[src/rtl/writeback_unit.sv]
// Register-file write-port master: merges ALU and load results, tracks pending load
// destinations for decode stalls, and forwards the value being written to both read ports.
module writeback_unit #(
  parameter int unsigned XLEN   = 32,
  parameter int unsigned ADDR_W = 5
) (
  input  logic              clock,
  input  logic              reset,
  input  logic              issue_valid,
  input  logic [ADDR_W-1:0] issue_rd,
  input  logic              alu_valid,
  input  logic [ADDR_W-1:0] alu_rd,
  input  logic [XLEN-1:0]   alu_value,
  input  logic              load_valid,
  output logic              load_ready,
  input  logic [ADDR_W-1:0] load_rd,
  input  logic [XLEN-1:0]   load_value,
  output logic [ADDR_W-1:0] rf_write_address,
  output logic [XLEN-1:0]   rf_write_value,
  input  logic [ADDR_W-1:0] read_address_1,
  input  logic [ADDR_W-1:0] read_address_2,
  input  logic [XLEN-1:0]   rf_read_value_1,
  input  logic [XLEN-1:0]   rf_read_value_2,
  output logic [XLEN-1:0]   operand_1,
  output logic [XLEN-1:0]   operand_2,
  output logic              busy_1,
  output logic              busy_2
);

  localparam int unsigned NumRegs = 2 ** ADDR_W;

  logic                wb_valid_q, wb_valid_d;
  logic                wb_is_load_q, wb_is_load_d;
  logic [ADDR_W-1:0]   wb_addr_q, wb_addr_d;
  logic [XLEN-1:0]     wb_value_q, wb_value_d;
  logic                skid_valid_q, skid_valid_d;
  logic [ADDR_W-1:0]   skid_rd_q, skid_rd_d;
  logic [XLEN-1:0]     skid_value_q, skid_value_d;
  logic [NumRegs-1:0]  pending_q, pending_d;
  logic                load_fire;

  // Ready only when the skid slot is free, so an accepted load always has somewhere to go.
  assign load_ready = !skid_valid_q && !reset;
  assign load_fire  = load_valid && load_ready;

  always_comb begin
    wb_valid_d   = 1'b0;
    wb_is_load_d = wb_is_load_q;
    wb_addr_d    = wb_addr_q;
    wb_value_d   = wb_value_q;
    skid_valid_d = skid_valid_q;
    skid_rd_d    = skid_rd_q;
    skid_value_d = skid_value_q;

    if (alu_valid) begin
      wb_valid_d   = (alu_rd != '0);
      wb_is_load_d = 1'b0;
      wb_addr_d    = alu_rd;
      wb_value_d   = alu_value;
      if (load_fire) begin
        skid_valid_d = 1'b1;
        skid_rd_d    = load_rd;
        skid_value_d = load_value;
      end
    end else if (skid_valid_q) begin
      wb_valid_d   = (skid_rd_q != '0);
      wb_is_load_d = 1'b1;
      wb_addr_d    = skid_rd_q;
      wb_value_d   = skid_value_q;
      skid_valid_d = 1'b0;
    end else if (load_fire) begin
      wb_valid_d   = (load_rd != '0);
      wb_is_load_d = 1'b1;
      wb_addr_d    = load_rd;
      wb_value_d   = load_value;
    end
  end

  // Clear first so a same-cycle issue to the retiring register wins.
  always_comb begin
    pending_d = pending_q;
    if (wb_valid_q && wb_is_load_q) begin
      pending_d[wb_addr_q] = 1'b0;
    end
    if (issue_valid && (issue_rd != '0)) begin
      pending_d[issue_rd] = 1'b1;
    end
    pending_d[0] = 1'b0;
  end

  always_ff @(posedge clock) begin
    if (reset) begin
      wb_valid_q   <= 1'b0;
      wb_is_load_q <= 1'b0;
      wb_addr_q    <= '0;
      wb_value_q   <= '0;
      skid_valid_q <= 1'b0;
      skid_rd_q    <= '0;
      skid_value_q <= '0;
      pending_q    <= '0;
    end else begin
      wb_valid_q   <= wb_valid_d;
      wb_is_load_q <= wb_is_load_d;
      wb_addr_q    <= wb_addr_d;
      wb_value_q   <= wb_value_d;
      skid_valid_q <= skid_valid_d;
      skid_rd_q    <= skid_rd_d;
      skid_value_q <= skid_value_d;
      pending_q    <= pending_d;
    end
  end

  // Gated by reset so the RF sees no write in the cycle reset is first raised.
  always_comb begin
    rf_write_address = (wb_valid_q && !reset) ? wb_addr_q : '0;
    rf_write_value   = reset ? '0 : wb_value_q;
  end

  always_comb begin
    if (read_address_1 == '0) begin
      operand_1 = '0;
    end else if (wb_valid_q && (wb_addr_q == read_address_1)) begin
      operand_1 = wb_value_q;
    end else begin
      operand_1 = rf_read_value_1;
    end
    if (read_address_2 == '0) begin
      operand_2 = '0;
    end else if (wb_valid_q && (wb_addr_q == read_address_2)) begin
      operand_2 = wb_value_q;
    end else begin
      operand_2 = rf_read_value_2;
    end
  end

  // A load being written this cycle is forwarded, so it no longer stalls decode.
  always_comb begin
    busy_1 = !reset && pending_q[read_address_1] &&
             !(wb_valid_q && wb_is_load_q && (wb_addr_q == read_address_1));
    busy_2 = !reset && pending_q[read_address_2] &&
             !(wb_valid_q && wb_is_load_q && (wb_addr_q == read_address_2));
  end

endmodule

[config.mk]
export PLATFORM = sky130hd
export DESIGN_NAME = writeback_unit
export DESIGN_NICKNAME = d
export VERILOG_FILES = /design/src/rtl/writeback_unit.sv
export SDC_FILE = /design/constraint.sdc
export NUM_CORES = 1
export LEC_CHECK = 0
export ABC_AREA = 1
export CORE_ASPECT_RATIO = 0.9
export CORE_MARGIN = 4
export CORE_UTILIZATION = 45
export DETAILED_ROUTE_END_ITERATION = 10
export GPL_TIMING_DRIVEN = 0
export PLACE_DENSITY_LB_ADDON = 0.12
export SYNTH_ARGS = -nofsm -noshare
export SYNTH_HDL_FRONTEND = slang
export SYNTH_SLANG_ARGS = --single-unit
[constraint.sdc]
create_clock -name clock -period 1.7 [get_ports clock]
set_input_delay 0.34 -clock clock [delete_from_list [all_inputs] [get_ports clock]]
set_output_delay 0.34 -clock clock [all_outputs]
set_load 0.05 [all_outputs]
---- Yosys cells after proc, flatten, opt, wreduce, memory -nomap -nowiden ----
Cells that the tools add are included.
Widths: inputs -> output; s select.
storage, ports and cells
  flip-flop bits (word level) ............. 109
  input port bits ......................... 158
  output and inout port bits .............. 104
  word-level logic and storage cells ...... 78
cells by class
  magnitude comparators ................... 6
  equal/unequal tests ..................... 2
  muxes and demuxes ....................... 27
  bitwise logic cells ..................... 4
  reduce and logical (&&, ||, !) cells .... 30
operator list
  kind                count
  $mux 32             10
  $and 32x32->32      1
  $not 32->32         1
  $or 32x32->32       1
  $lt 5x6->1 const B  4
  $mux 5              4
  $reduce_bool 5->1   4
  $logic_and 1x1->1   15
  $bmux 1 s5          2
  $demux 1 s5         2
  $eq 5x5->1          2
  $ge 5x1->1 const B  2
  $logic_not 5->1     2
  $mux 1              9
  $logic_not 1->1     4
  $reduce_or 2->1     2
  $reduce_bool 3->1   1
  $reduce_and 2->1    1
  $reduce_bool 2->1   1
  $not 1->1           1

---- Depth between registers and ports, before layout ----
Gate-level depths: netlist (run 1).
  depth in word-level cells ............... 9
  depth in mapped cells ................... 12

---- Least setup slack after synthesis (run 1) ----
Ideal clock, no wire load.
  path kind ............................... input to output
  start point ............................. input read_address_2[2]
  end point ............................... output operand_2[10]
  arrival time ............................ 1861 ps
  data required time ...................... 1360 ps
  slack ................................... -501 ps
  stages on the path ...................... 10
  buffers on the path ..................... 2
  path through ............................ buf_2 -> inv_1 -> nand2_1 -> nand4_1 -> nor2_2 -> nand2_2 -> inv_2 -> buf_6 -> nor2_1 -> nor2_1
between the ends
  longest elaborated chain between the ends .. 4
  elaborated cells on any way between the ends .. 5
RTL lines
  element            RTL line  RTL
  start, declared    21        input logic [ADDR_W-1:0] read_address_2,
  $eq 5x5->1         129       end else if (wb_valid_q && (wb_addr_q == read_address_2)) begin
  $logic_and 1x1->1  129
  $mux 32            129
  $mux 32 (*)        127       if (read_address_2 == '0) begin
  end, declared      25        output logic [XLEN-1:0] operand_2,
Every way passes the cells marked *; elsewhere a longest branch is shown, timed or not.

---- Final worst setup path (run 1) ----
  start point ............................. register wb_addr_q[0]
  end point ............................... output operand_2[29]
between the ends
  longest elaborated chain between the ends .. 4
RTL lines
  element                 RTL line  RTL
  start, declared         34        logic [ADDR_W-1:0] wb_addr_q, wb_addr_d;
  start signal, assigned  104       wb_addr_q <= wb_addr_d;
  $eq 5x5->1              129
  $logic_and 1x1->1       129
  $mux 32                 129
  $mux 32                 127
Every way passes these cells.

==> results of run 1 <==
## cell usage in the layout (no fill, tap or decap), types with 19 or more instances in the layout
cell type	instances
sky130_fd_sc_hd__buf_6	57
sky130_fd_sc_hd__o21ai_1	34
sky130_fd_sc_hd__o21ai_4	34
sky130_fd_sc_hd__dfxtp_1	93
sky130_fd_sc_hd__nand3_1	55
sky130_fd_sc_hd__inv_1	110
sky130_fd_sc_hd__buf_4	39
sky130_fd_sc_hd__o21ai_0	144
sky130_fd_sc_hd__nand2_1	189
sky130_fd_sc_hd__clkbuf_1	19
sky130_fd_sc_hd__buf_2	31
sky130_fd_sc_hd__o21ai_2	33
sky130_fd_sc_hd__clkdlybuf4s50_1	145
sky130_fd_sc_hd__buf_8	24
sky130_fd_sc_hd__nor2_4	132
sky130_fd_sc_hd__a21oi_1	108
sky130_fd_sc_hd__nor2_1	49
## layout make-up
type	count	area, sq um	share of cell area
Tap cell	198	248	0.0205
Sequential cell	108	2190	0.181
Multi-Input combinational cell	834	5330	0.440
Clock inverter	6	70.1	0.00579
Antenna cell	2	5.00	0.000413
Timing Repair Buffer	288	2890	0.239
Clock buffer	10	239	0.0197
Inverter	122	515	0.0426
Buffer	77	622	0.0513
## power groups by stage
stage / clock, W / combinational, W / sequential, W
floorplan: 0 / 0.00156 / 0.00279
global placement: 0 / 0.00253 / 0.00283
detailed placement: 0 / 0.00256 / 0.00284
CTS: 0.00218 / 0.00271 / 0.00282
global route: 0.00229 / 0.00308 / 0.00287
finish: 0.00219 / 0.00294 / 0.00286
## metal layers
layer,GRT usage,vias to the layer above
met4,0.191,2
met5,0,-
met2,0.554,696
met1,0.454,4374
met3,0.0953,182
li1,-,4317
## cells in the mapped netlist
cell type                  count  area share
sky130_fd_sc_hd__nand2_1     202        0.11
sky130_fd_sc_hd__nor2_1      189        0.11
sky130_fd_sc_hd__o21ai_0     181        0.13
sky130_fd_sc_hd__inv_1       111       0.062
sky130_fd_sc_hd__a21oi_1     109       0.081
sky130_fd_sc_hd__dfxtp_1     108        0.32
sky130_fd_sc_hd__o21ai_1      64       0.048
sky130_fd_sc_hd__nand3_1      57       0.043
sky130_fd_sc_hd__clkbuf_1     40       0.022
sky130_fd_sc_hd__buf_2        24       0.018
sky130_fd_sc_hd__nor3_1       15       0.011
sky130_fd_sc_hd__inv_2         9      0.0050
sky130_fd_sc_hd__buf_6         6       0.010
sky130_fd_sc_hd__o211ai_1      4      0.0045
sky130_fd_sc_hd__buf_1         3      0.0017
sky130_fd_sc_hd__clkbuf_2      3      0.0022
sky130_fd_sc_hd__nand4_1       3      0.0028
sky130_fd_sc_hd__nor2_2        3      0.0028
sky130_fd_sc_hd__nand2_2       2      0.0019
sky130_fd_sc_hd__xnor2_1       2      0.0026
sky130_fd_sc_hd__a31oi_1       1     0.00093
sky130_fd_sc_hd__and3_1        1     0.00093
sky130_fd_sc_hd__buf_4         1      0.0011
sky130_fd_sc_hd__clkinv_2      1     0.00074
sky130_fd_sc_hd__inv_4         1     0.00093
sky130_fd_sc_hd__o22ai_1       1     0.00093
## flip-flops by register name (all words and copies together), names as in the netlist
signal / cells
pending_q: 31
skid_rd_q: 5
skid_valid_q: 1
skid_value_q: 32
wb_addr_q: 5
wb_is_load_q: 1
wb_valid_q: 1
wb_value_q: 32
## logic make-up (layout without fill, tap and decap cells)
logic type | after synthesis | count (layout)
compound gates | 360 | 360
xor+xnor | 2 | 2
buf+inv | 199 | 503
flops | 108 | 108
other cells | 0 | 2
simple gates | 472 | 472
## final timing paths
check | depth (start not counted) | startpoint | endpoint | slack [ps]
max | 12 | wb_addr_q[0]$_SDFFE_PP0P_ | operand_2[29] | -840
min | 2 | skid_value_q[18]$_SDFFE_PP0P_ | skid_value_q[18]$_SDFFE_PP0P_ | 450
max reg2reg | 6 | skid_valid_q$_SDFFE_PP0P_ | wb_value_q[8]$_SDFFE_PP0P_ | 30
min reg2reg | 2 | skid_value_q[18]$_SDFFE_PP0P_ | skid_value_q[18]$_SDFFE_PP0P_ | 450
## worst max-delay path, cell delays in order, from the launching register on
cell and delay (ps):
sky130_fd_sc_hd__dfxtp_4 390, sky130_fd_sc_hd__clkinv_4 70, sky130_fd_sc_hd__nand2_2 70, sky130_fd_sc_hd__nand2_2 80, sky130_fd_sc_hd__nor2_4 130, sky130_fd_sc_hd__nand2_2 90
sky130_fd_sc_hd__nor2_4 160, sky130_fd_sc_hd__nand2_4 130, sky130_fd_sc_hd__clkinv_8 120, sky130_fd_sc_hd__buf_12 140, sky130_fd_sc_hd__nor2_4 40, sky130_fd_sc_hd__nor2_4 220
sky130_fd_sc_hd__buf_8 190
## what timing repair did
action                     CTS  global route
setup endpoints to repair  183           132
pin swaps                    8            21
gates resized for setup    849           125
buffers inserted            13            17
gates cloned                 3             2
## metrics by stage
| stage | cells | util |
|---|---|---|
| floorplan | 1141 | - |
| global placement | 1596 | 0.723 |
| detailed placement | 1596 | 0.723 |
| CTS | 1628 | 0.795 |
| global route | 1644 | 0.826 |
| finish | 1645 | 0.826 |
==> results.md, run 1 <==
| Metric | Reported |
|:---|:---|
| #FFs+latches synth | 108 |
| Fraction of layout instances using a drive strength above 1 | 0.327 |
| Switching part of the total power | 0.372 |
| WL met3 | 3.80 mm |
| Global route overflow | 0 |
| Clock buffers created by TritonCTS | 9 |
| Post-synthesis adder-cell area fraction | 0 |
| TritonCTS clock tree | built |
| Minimum setup slack in the final design | -838 ps |
| Total of hold buffers inserted after clock tree synthesis | 0 |
| Worst-path clk slew | 80 ps |
| Required arrival time at the worst endpoint | 1360 ps |
| DR vias/cell | 5.82 |
| First-pass GRT wire length | 46.8 mm |
| Number of sinks on the clock net | 108 |
| Area share of and/or/nand/nor cells after synthesis | 0.281 |
| Worst Hold Slack | 454 ps |
| Setup Skew | 8.42 ps |
| Part of the total power dissipated in sequential elements | 0.358 |
| Worst min-delay path category | reg -> reg |
| Cells after synthesis | 1141 |
| Die width | 137 um |
| CTS H-tree lvls | 3 |
| RD Place Congestion | 1.00 |
| Largest buffer count on any clock path | 2 |
| Std-Cell Core Area | 0.0147 sq mm |
| Synth Net Count | 1299 |
| Skew-Pair Late Insertion Delay | 360 ps |
| Int Pwr | 0.00502 W |
| Core Rows | 42 |
| Initial Utilization | 0.458 |
| Worst slew margin relative to its limit | 0.538 |
| First-iteration detailed-routing DRC count | 1087 |
| Area growth, synth to finish | 80.5% |
| Outcome | complete, but fails checks |
| Part of the Yosys area used for sequential elements | 0.322 |
| Total Negative Setup Slacks | -44970 ps |
| Average detailed-routed wire length per instance | 21.1 um |
| Crit Path Category | reg -> out |
| # Max-Cap Violations | 0 |
| Overall power of the completed layout | 0.00799 W |
| Max Clock Freq | 394 MHz |
| Met1 Routed Length | 13.0 mm |
| Final slew viol count | 0 |
| Total via count after detailed routing | 9571 |
| Nets | 1598 |
| Multiplexer fraction of the synthesized cell area | 0 |
| Number of antenna-violating nets in the routed design | 0 |
| Met2 Routed Length | 15.7 mm |
| Largest net degree at the start of global routing | 19 |
| Number of iterations in the first detailed-routing pass | 6 |
| Clock tree root driver cell | sky130_fd_sc_hd__clkbuf_16 |
| Sw power | 0.00297 W |
| Design Area, Final | 0.0121 sq mm |
| Final setup violating endpoints | 70 |
| Worst Tran Pin Value | 689 ps |
| Pwr Density | 660 mW/mm^2 |
| Pre-CTS WS | -1660 ps |
| Placed inst area | 0.0106 sq mm |
| Dominant combinational cell family by area after synthesis | simple AND/OR/NAND/NOR gates |
| Placed wire-length estimate | 23.2 mm |
| Post-Synthesis Mean Instance Area | 5.88 sq um |
| Unrepaired setup endpoints after global routing | true |
| Antenna violations before repair | 1 |
| Die Span Y | 124 um |
| Data arrival time of the critical path | 2200 ps |
| Combinational cell fraction of total power | 0.368 |
| Worst ir drop on vdd | 0.000559 V |
| Share of total power in the clock network | 0.274 |
| Number of global-route vias before repair | 8637 |
| Filler cells | 926 |
| Critical path capture point type | output port |
| DRC violations left | 0 |
| Highest metal layer with signal wires | met5 |
| Parity-gate share of the synthesized area counting xor and xnor cells | 0.00261 |
| Total Wirelength | 34.7 mm |
| Worst Setup Start Kind | register |
| Critical path fanouts, max | 7 |
| Die area | 0.0169 sq mm |
| Fin crit share | 1.49 |
| Number of endpoints with negative hold slack in the final report | 0 |
| Number of port buffers | 257 |
| Final Critical Period | 2540 ps |
| Synthesized-area fraction occupied by ao, oa, aoi and oai cells | 0.270 |
| Global routing usage summed across all routing layers | 0.357 |
| Synth Warn # | 0 |
| Post-synthesis instance area | 0.00671 sq mm |
| Violations in the final reports | setup timing |
| Ports placed on the boundary | 262 |
| Cell leakage power | 4.90 nW |
| Unique cell type count in the Yosys netlist | 26 |
Note: power is estimated with default switching activity, not from simulation.
==> run 2, diff against run 1 <==
--- a/config.mk
+++ b/config.mk
@@ -15,3 +15,4 @@
 export SYNTH_ARGS = -nofsm -noshare
 export SYNTH_HDL_FRONTEND = slang
 export SYNTH_SLANG_ARGS = --single-unit
+export TNS_END_PERCENT = 20
==> run 2 against run 1 <==
  * The flow still finishes with violations (setup timing)
  * Clock power is 8% lower
  * Combinational power is 4% lower
  * Critical path depth is 4 lower
  * Highest routed layer is now met4
==> results.md, run 2 (same netlist as run 1, synthesis figures left out) <==
| Metric | Reported | Delta |
|:---|:---|:---|
| Critical path capture point type | output port |  |
| Worst Tran Pin Value | 824 ps | +135 ps |
| Die Span Y | 124 um | unchanged |
| Worst-path clk slew | 70 ps | about the same |
| Total Wirelength | 32.8 mm | -5.5% |
| Most used cells in the layout excluding fill and tap cells | sky130_fd_sc_hd__nand2_1, sky130_fd_sc_hd__o21ai_0, sky130_fd_sc_hd__clkdlybuf4s50_1 |  |
| Final slew viol count | 0 | unchanged |
| Area growth, synth to finish | 75.7% |  |
| CTS H-tree lvls | 3 | unchanged |
| Last element of the critical path | operand_2[3] |  |
| Slowest stage cell, crit path | sky130_fd_sc_hd__clkbuf_2 |  |
| Placed inst area | 0.0103 sq mm | -3.2% |
| Cell-by-cell trace of the critical path | dlygate4sd2_1, inv_2, buf_2, nand3_1, clkbuf_2, o21ai_1, nor2_4, buf_4 |  |
| Worst ir drop on vdd | 0.000603 V | +8.0% |
| Filler cells | 980 | +5.8% |
| Pwr Density | 653 mW/mm^2 | -1.0% |
| Crit Path Category | in -> out |  |
| Required arrival time at the worst endpoint | 1360 ps | about the same |
| Minimum setup slack in the final design | -719 ps | +120 ps |
| Violations in the final reports | setup timing |  |
| First-pass GRT wire length | 45.7 mm | -2.4% |
| Worst Setup Start Kind | input pin |  |
| Die area | 0.0169 sq mm | unchanged |
| Total via count after detailed routing | 9220 | -3.7% |
| Average detailed-routed wire length per instance | 20.1 um | -4.8% |
| Max Clock Freq | 413 MHz | +4.9% |
| Largest buffer count on any clock path | 2 | unchanged |
| Skew-Pair Late Insertion Delay | 350 ps | about the same |
| Global route overflow | 0 | unchanged |
| Area taken by flip-flops and latches | 0.00218 sq mm | -0.40% |
| Worst Hold Slack | 454 ps | -0.275 ps |
| Number of global-route vias before repair | 8330 | -3.6% |
| Antenna violations before repair | 0 | -1 |
| Part of the total power dissipated in sequential elements | 0.370 | +0.012 |
| Max stage delay on crit path | 330 ps | -60 ps |
| Final Critical Period | 2420 ps | -120 ps |
| Most common library cell in the layout ignoring fill and taps | sky130_fd_sc_hd__nand2_1 |  |
| Switching part of the total power | 0.373 | +0.00122 |
| Global routing usage summed across all routing layers | 0.347 | -0.0101 |
| Number of iterations in the first detailed-routing pass | 8 | +2 |
| TritonCTS clock tree | built |  |
| Design Area, Final | 0.0118 sq mm | -2.7% |
| Placed cell count | 1596 | unchanged |
| Final setup violating endpoints | 71 | +1.4% |
| DR vias/cell | 5.64 | -3.0% |
| Number of diodes added for antenna fixing | 0 | -2 |
| Flop2flop setup slack | 60 ps | +30 ps |
| Share of total power in the clock network | 0.263 | -0.011 |
| Footprint of the multi-input gates | 0.00508 sq mm | -4.7% |
| Worst setup path startpoint | read_address_2[0] |  |
| Number of sinks on the clock net | 108 | unchanged |
| Clock buffers created by TritonCTS | 9 | unchanged |
| Number of antenna-violating nets in the routed design | 0 | unchanged |
| Pre-CTS WS | -1650 ps | +11.9 ps |
| Std-Cell Core Area | 0.0147 sq mm | unchanged |
| Ports placed on the boundary | 262 | unchanged |
| Final design utilization | 0.804 | -0.0219 |
| Data arrival time of the critical path | 2080 ps | -120 ps |
| Die width | 137 um | unchanged |
| Startpoint of the worst register-to-register path | skid_valid_q$_SDFFE_PP0P_ |  |
| Worst slew margin relative to its limit | 0.447 | -0.0917 |
| First-iteration detailed-routing DRC count | 954 | -12% |
| End of the worst register-to-register path | wb_value_q[24]$_SDFFE_PP0P_ |  |
| Setup Skew | 9.65 ps | +1.23 ps |
| Cell leakage power | 4.79 nW | -2.2% |
| Hold Path Cell Cnt | 2 | unchanged |
| Initial Utilization | 0.458 | unchanged |
| Sw power | 0.00287 W | -3.3% |
| Outcome | complete, but fails checks |  |
| Combinational cell fraction of total power | 0.368 | about the same |
| Fraction of layout instances using a drive strength above 1 | 0.299 | -0.0279 |
| Total of hold buffers inserted after clock tree synthesis | 0 | unchanged |
| Clock tree root driver cell | sky130_fd_sc_hd__clkbuf_16 |  |
| Layout Cells excl Fill | 1634 | -0.67% |
| DRC violations left | 0 | unchanged |
| # Max-Cap Violations | 0 | unchanged |
| Number of port buffers | 257 | unchanged |
| Critical path fanouts, max | 10 | +3 |
| Number of endpoints with negative hold slack in the final report | 0 | unchanged |
| RD Place Congestion | 0.970 | -3.2% |
| Fin crit share | 1.42 | -0.0704 |
| Worst min-delay path category | reg -> reg |  |
| Nets | 1589 | -0.56% |
| Leading registers by flop count | skid_value_q: 32 flops, wb_value_q: 32 flops, pending_q: 31 flops |  |
| Placed wire-length estimate | 22.6 mm | -2.4% |
| Largest net degree at the start of global routing | 19 | unchanged |
| Worst Reg-to-Reg Cells | 6 | unchanged |
| Core Rows | 42 | unchanged |
| Int Pwr | 0.00483 W | -3.8% |
| Unrepaired setup endpoints after global routing | true |  |
==> run 2: timing repair <==
action	4_1_cts	5_1_grt
endpoints found under the hold margin	0	0
buffers inserted	16	2
pin swaps	26	24
gates cloned	4	2
endpoints found under the setup margin	158	170
gates resized for setup	768	215
==> run 2: area by class of cell <==
| type | count | area share |
|---|---|---|
| plain buffers | 77 | 0.0488 |
| clock buffers | 10 | 0.0203 |
| inverters | 122 | 0.0431 |
| repair buffers | 279 | 0.247 |
| clock inverters | 6 | 0.00371 |
| well taps | 198 | 0.0210 |
| multi-input cells | 834 | 0.431 |
| flip-flops and latches | 108 | 0.185 |
==> run 2: metal layers <==
layer / part of all wire / global-route usage / vias up / wire length [um]
li1: - / - / 4291 / -
met3: 0.12 / 0.0828 / 111 / 3790
met4: 0.047 / 0.144 / 0 / 1550
met5: 0 / 0 / - / 0
met2: 0.45 / 0.531 / 642 / 14800
met1: 0.39 / 0.471 / 4176 / 12700
==> run 2: worst min-delay path by stage <==
stage	startpoint	to	slack, ps
CTS	skid_value_q[1]$_SDFFE_PP0P_	skid_value_q[1]$_SDFFE_PP0P_	450
floorplan	skid_value_q[10]$_SDFFE_PP0P_	skid_value_q[10]$_SDFFE_PP0P_	430
global placement	skid_value_q[3]$_SDFFE_PP0P_	skid_value_q[3]$_SDFFE_PP0P_	440
detailed placement	skid_value_q[1]$_SDFFE_PP0P_	skid_value_q[1]$_SDFFE_PP0P_	440
global route	skid_value_q[1]$_SDFFE_PP0P_	skid_value_q[1]$_SDFFE_PP0P_	470
finish	skid_value_q[18]$_SDFFE_PP0P_	skid_value_q[18]$_SDFFE_PP0P_	450
==> run 2: worst max-delay path, delay by kind of cell <==
family	cells	cell delay, ps
buf+inv	5	1160
simple gates	2	360
compound gates	1	220
==> run 2: power groups by stage <==
stage          Clock (W)  Combinational, W  Sequential (W)
5_1_grt          0.00214           0.00298         0.00286
6_report         0.00202           0.00283         0.00285
3_3_place_gp           0           0.00246         0.00283
4_1_cts          0.00203           0.00266         0.00281
2_1_floorplan          0           0.00151         0.00279
3_5_place_dp           0           0.00249         0.00283
==> run 2: through the flow <==
stage | total power [W] | TNS [ps]
finish | 0.00770 | -41690
global route | 0.00798 | -44520
CTS | 0.00749 | -40610
detailed placement | 0.00532 | -165790
global placement | 0.00529 | -162750
floorplan | 0.00430 | -19300
==> RTL edit 1, RTL diff (config.mk and constraints of run 1) <==
`XLEN`: 32 -> 16.
--- a/src/rtl/writeback_unit.sv
+++ b/src/rtl/writeback_unit.sv
@@ -1,7 +1,7 @@
 // Register-file write-port master: merges ALU and load results, tracks pending load
 // destinations for decode stalls, and forwards the value being written to both read ports.
 module writeback_unit #(
-  parameter int unsigned XLEN   = 32,
+  parameter int unsigned XLEN   = 16,
   parameter int unsigned ADDR_W = 5
 ) (
   input  logic              clock,
Interface: changed (7 resized); port bits go from 262 to 150. The function was not compared with the original's and may differ.
==> RTL edit 1 against run 1 <==
- the flow still finishes with violations (setup timing)
- critical path type unchanged
- die area down 27%
- sequential cell count down 32
- synthesized area down 29%
- final cell count down 32%
- power down 30%
- final area down 34%
- routed wire length down 36%
- worst setup slack better by 0.18 ns
==> RTL edit 1: results (changes against run 1) <==
Worst-path clk slew -> 0.06 ns (was 0.08 ns)
Outcome -> complete, but fails checks (unchanged)
Setup violators final -> 39 (was 70)
Mux share of post-synthesis cell area -> 0% (unchanged)
Synth cell count leaders -> nand2_1 (157), o21ai_0 (128), nor2_1 (104) (was nand2_1 (202), nor2_1 (189), o21ai_0 (181))
Number of diodes -> 0 (was 2)
Vias per cell -> 5.80 (was 5.82)
Largest net degree at the start of global routing -> 13 (was 19)
Failing checks -> setup timing (unchanged)
Reg with most FFs -> pending_q
Xor/xnor share of the synthesized area -> 0.550% (was 0.261%)
Asr flop ratio synth -> 0% (unchanged)
DP Wirelength -> 14600 um (was 23200 um)
Leak Pwr -> 3.24 nW (was 4.90 nW)
First-pass GRT wire length -> 31700 um (was 46800 um)
Syn_nets -> 895 (was 1299)
Num CTS Buffers -> 9 (unchanged)
Clock Skew -> 0.00372 ns (was 0.00842 ns)
VDD IR-drop max -> 0.744 mV (was 0.559 mV)
DR iter-0 viols -> 629 (was 1087)
Worst skew pair latency -> 0.33 ns (was 0.36 ns)
Nets -> 1084 (was 1598)
Int Power -> 0.00372 W (was 0.00502 W)
Fill count -> 716 (was 926)
Crit-path max cell delay -> 0.39 ns (about the same)
Gpl congestion -> 0.952 (was 1.00)
Final setup margin -> -0.661 ns (was -0.838 ns)
Distinct cells, synth -> 31 (was 26)
Compound-Gate Fraction of Synth Area -> 23.9% (was 27.0%)
Pre-CTS setup slack -> -1.57 ns (was -1.66 ns)
Slowest library cell on the worst path -> dfxtp_4 (unchanged)
GRT Util Overall -> 32.9% (was 35.7%)
CTS Root Cell -> clkbuf_16 (unchanged)
YS warnings -> 0 (unchanged)
Vias -> 6513 (was 9571)
Share of cells above drive strength 1 -> 29.9% (was 32.7%)
Register area share after synthesis -> 31.9% (was 32.2%)
Synth area leaders -> dfxtp_1 (32%), o21ai_0 (13%), nand2_1 (12%) (was dfxtp_1 (32%), o21ai_0 (13%), nand2_1 (11%))
Synth Area per Inst -> 5.96 um^2 (was 5.88 um^2)
CP top delay family -> simple AND/OR/NAND/NOR gates (unchanged)
Initial antenna violation count -> 0 (was 1)
Synth Area in Adders -> 0% (unchanged)
Clk buf depth -> 2 (unchanged)
Worst slew margin -> 56.3% (was 53.8%)
Vias in the first global route -> 6113 (was 8637)
Avg WL per Cell -> 19.9 um (was 21.1 um)
Port Buffer Count -> 144 (was 257)
DRT Pass-1 Iters -> 6 (unchanged)
Placed instance area -> 6810 um^2 (was 10600 um^2)
Crit Path Max Fanout -> 5 (was 7)
Largest registers -> pending_q (31), skid_value_q (16), wb_value_q (16) (was skid_value_q (32), wb_value_q (32), pending_q (31))
Worst Hold Class -> in2reg (was reg2reg)
RTL edit 1: area by class of cell:
class | count | share of cell area, %
clock inverter | 5 | 0.660
multi-input combinational | 586 | 43.6
inverter | 97 | 5.15
buffer | 41 | 3.72
clock buffer | 10 | 3.00
tap | 129 | 2.03
timing repair buffer | 179 | 22.4
sequential | 76 | 19.4
RTL edit 1: worst paths after layout:
| path | from | endpoint | slack [ns] | depth (start not counted) |
|---|---|---|---|---|
| min reg2reg | skid_value_q[1]$_SDFFE_PP0P_ | skid_value_q[1]$_SDFFE_PP0P_ | 0.45 | 2 |
| max | wb_addr_q[0]$_SDFFE_PP0P_ | operand_1[7] | -0.66 | 11 |
| min | reset | skid_valid_q$_SDFFE_PP0P_ | 0.42 | 2 |
| max reg2reg | wb_valid_q$_SDFF_PP0_ | pending_q[23]$_SDFF_PP0_ | 0.03 | 5 |
RTL edit 1: metrics by stage:
| stage | TNS [ns] | util (%) |
|---|---|---|
| global route | -22.31 | 77.4 |
| finish | -19.35 | 77.4 |
| CTS | -18.19 | 74.8 |
| detailed placement | -79.38 | 66.2 |
| global placement | -76.88 | 66.2 |
| floorplan | -2.57 | - |
RTL edit 1: timing repair:
action                     CTS  global route
hold buffers                 0             0
setup endpoints to repair   82            73
hold endpoints to repair     0             0
resized for setup          441           113
cloned                       3             1
buffers inserted            24            11
pin swaps                   15            26
RTL edit 1: cells by family after synthesis:
logic type / after synthesis
AOI/OAI and AO/OA: 226
xor gates and xnor gates: 3
DFF: 76
buffers and inverters: 140
and+or+nand+nor: 356
RTL edit 1: power groups by stage:
| stage | clock network [W] | logic, W | registers, W |
|---|---|---|---|
| 6_report | 0.00187 | 0.00175 | 0.00199 |
| 5_1_grt | 0.00195 | 0.00185 | 0.00200 |
| 4_1_cts | 0.00187 | 0.00162 | 0.00196 |
| 3_5_place_dp | 0 | 0.00152 | 0.00197 |
| 3_3_place_gp | 0 | 0.00150 | 0.00197 |
| 2_1_floorplan | 0 | 0.000951 | 0.00195 |
RTL edit 1: worst reg2reg max path, stage by stage, from the launching register on:
cell and delay (ns):
dfxtp_2 0.45, nand2_1 0.08, inv_1 0.24, nand3_1 0.36, o21ai_0 0.29, a21oi_1 0.11
RTL edit 1: layer usage:
metal	routed length (um)	global-route usage [%]	vias up
met3	2510	8.15	86
met2	10200	51.8	419
met5	0	0	-
li1	-	-	3005
met4	908	12.2	0
met1	8700	43.3	3003
==> RTL edit 2, RTL diff (config.mk and constraints of run 1) <==
Made on the original files. Take the reset off `skid_value_q` and load it in a clocked block of its own.
--- a/src/rtl/writeback_unit.sv
+++ b/src/rtl/writeback_unit.sv
@@ -96,7 +96,6 @@
       wb_value_q   <= '0;
       skid_valid_q <= 1'b0;
       skid_rd_q    <= '0;
-      skid_value_q <= '0;
       pending_q    <= '0;
     end else begin
       wb_valid_q   <= wb_valid_d;
@@ -105,9 +104,12 @@
       wb_value_q   <= wb_value_d;
       skid_valid_q <= skid_valid_d;
       skid_rd_q    <= skid_rd_d;
-      skid_value_q <= skid_value_d;
       pending_q    <= pending_d;
     end
+  end
+
+  always_ff @(posedge clock) begin
+    skid_value_q <= skid_value_d;
   end
 
   // Gated by reset so the RF sees no write in the cycle reset is first raised.
Behaviour: no difference found for any inputs over 4 cycles, from zero or initial values and one cycle with reset high; that may be too few to reach the edited logic, so the function may still have changed.
==> RTL edit 2 against run 1 <==
- synthesized area is 2.5% lower
- die area fell by 2.3%
- combinational power decreased by 1%
- the run still ends with setup timing left
- highest routed layer unchanged
- worst setup slack lost 0.012 ns
- final area grew 0.95%
- power increased by 1.2%
- register-to-register slack got worse by 0.12 ns
- sequential cell count is the same
- routed wire length increased by 8.3%
- via count is 0.42% higher
==> RTL edit 2: results (changes against run 1) <==
Distinct cells, synth -> 27 (was 26)
Cells after DPL -> 1481 (was 1596)
Vias in the first global route -> 8543 (was 8637)
Syn_nets -> 1188 (was 1299)
Met3 usage -> 11.3% (was 9.53%)
Clock Skew -> 0.00687 ns (was 0.00842 ns)
Setup TNS -> -51.64 ns (was -44.97 ns)
Wirelength, routed -> 37600 um (was 34700 um)
Max H-tree Level -> 3 (unchanged)
Synth cell count leaders -> nor2_1 (223), nand2_1 (202), o21ai_0 (130) (was nand2_1 (202), nor2_1 (189), o21ai_0 (181))
Register area share after synthesis -> 37.9% (was 32.2%)
Gpl congestion -> 1.00 (about the same)
Leak Pwr -> 4.91 nW (was 4.90 nW)
Worst-path clk slew -> 0.07 ns
Pre-CTS setup slack -> -1.60 ns (was -1.66 ns)
Final setup margin -> -0.850 ns (was -0.838 ns)
Failing checks -> setup timing (unchanged)
Count leader, synth -> nor2_1 (was nand2_1)
Worst-margin pin slew -> 0.690 ns (was 0.689 ns)
Vias per cell -> 6.24 (was 5.82)
GRT Util Overall -> 37.0% (was 35.7%)
Largest net degree at the start of global routing -> 21 (was 19)
First-pass GRT wire length -> 47600 um (was 46800 um)
DP Wirelength -> 21900 um (was 23200 um)
Worst skew pair latency -> 0.36 ns (about the same)
Synth area leaders -> dfxtp_1 (23%), edfxtp_1 (15%), nor2_1 (13%) (was dfxtp_1 (32%), o21ai_0 (13%), nand2_1 (11%))
Worst Hold Class -> reg2reg (unchanged)
Share of cells above drive strength 1 -> 35.3% (was 32.7%)
DR iter-0 viols -> 1268 (was 1087)
Post-synth EDFFs -> 32 (was 0)
Met2 usage -> 59.1% (was 55.4%)
Fill count -> 764 (was 926)
VDD IR-drop max -> 0.889 mV (was 0.559 mV)
Met1 track demand over resource -> 46.5% (was 45.4%)
Outcome -> complete, but fails checks (unchanged)
Initial antenna violation count -> 4 (was 1)
Avg WL per Cell -> 24.4 um (was 21.1 um)
Setup violators final -> 81 (was 70)
Crit Path Max Fanout -> 10 (was 7)
Post-Synthesis Cells -> 1030 (was 1141)
Port Buffer Count -> 258 (was 257)
## RTL edit 2: cell count changes after synthesis, moves of 32 or more
| cell | delta |
|---|---|
| dfxtp_1 | -32 |
| edfxtp_1 | +32 |
| a31oi_1 | +33 |
| nor2_1 | +34 |
| o21ai_0 | -51 |
| o21ai_1 | -54 |
## RTL edit 2: layout make-up
| class | instances | area share (%) |
|---|---|---|
| inverter | 87 | 3.19 |
| buffer | 63 | 5.40 |
| sequential | 108 | 20.5 |
| timing repair buffer | 299 | 24.9 |
| tap | 193 | 1.98 |
| multi-input combinational | 770 | 41.5 |
| clock buffer | 11 | 1.99 |
| clock inverter | 5 | 0.532 |
| antenna | 4 | 0.0819 |
## RTL edit 2: path summary, 6_finish.rpt
kind / startpoint / to / slack [ns] / cells past startpoint
max: wb_addr_q[1]$_SDFFE_PP0P_ / operand_2[26] / -0.85 / 11
min: pending_q[20]$_SDFF_PP0_ / pending_q[20]$_SDFF_PP0_ / 0.48 / 2
max reg2reg: skid_valid_q$_SDFFE_PP0P_ / wb_value_q[12]$_SDFFE_PP0P_ / -0.09 / 7
min reg2reg: pending_q[20]$_SDFF_PP0_ / pending_q[20]$_SDFF_PP0_ / 0.48 / 2
## RTL edit 2: cells by family after synthesis
logic type      synth area share [%]
compound gates                  20.8
xor+xnor                       0.268
buf+inv                         10.0
flops                           37.9
simple gates                    31.0
## RTL edit 2: power breakdown
group	switching [W]	internal (W)
registers	0.000180	0.00278
logic	0.00178	0.00112
clock network	0.00101	0.00121
## RTL edit 2: routing by layer
layer,up-vias,share of wire [%],routed length (um)
li1,4012,-,-
met1,4412,33,12600
met2,927,45,16900
met3,258,14,5210
met4,2,7.8,2920
met5,-,0.021,8
## RTL edit 2: what timing repair did
action	in CTS	in global routing
gates resized for setup	779	181
setup endpoints to repair	172	152
pin swaps	15	8
setup buffers	21	11
hold buffers	0	0
gates cloned	3	7
## RTL edit 2: through the flow
stage	hold WS, ns	area (um^2)
after floorplan	0.439	7660
after global placement	0.458	10500
after detailed placement	0.466	10500
after CTS	0.476	11600
after global routing	0.497	12200
final	0.482	12200
## RTL edit 2: worst max-delay path: stages, from the launching register on
cell and delay [ns]:
dfxtp_4 0.40, inv_6 0.05, nand2_2 0.06, nand2_1 0.05
nor2_1 0.16, nand2_1 0.13, nor2_4 0.20, nand2_8 0.14
clkbuf_16 0.22, o21ai_4 0.23, nor2_4 0.06, buf_6 0.15
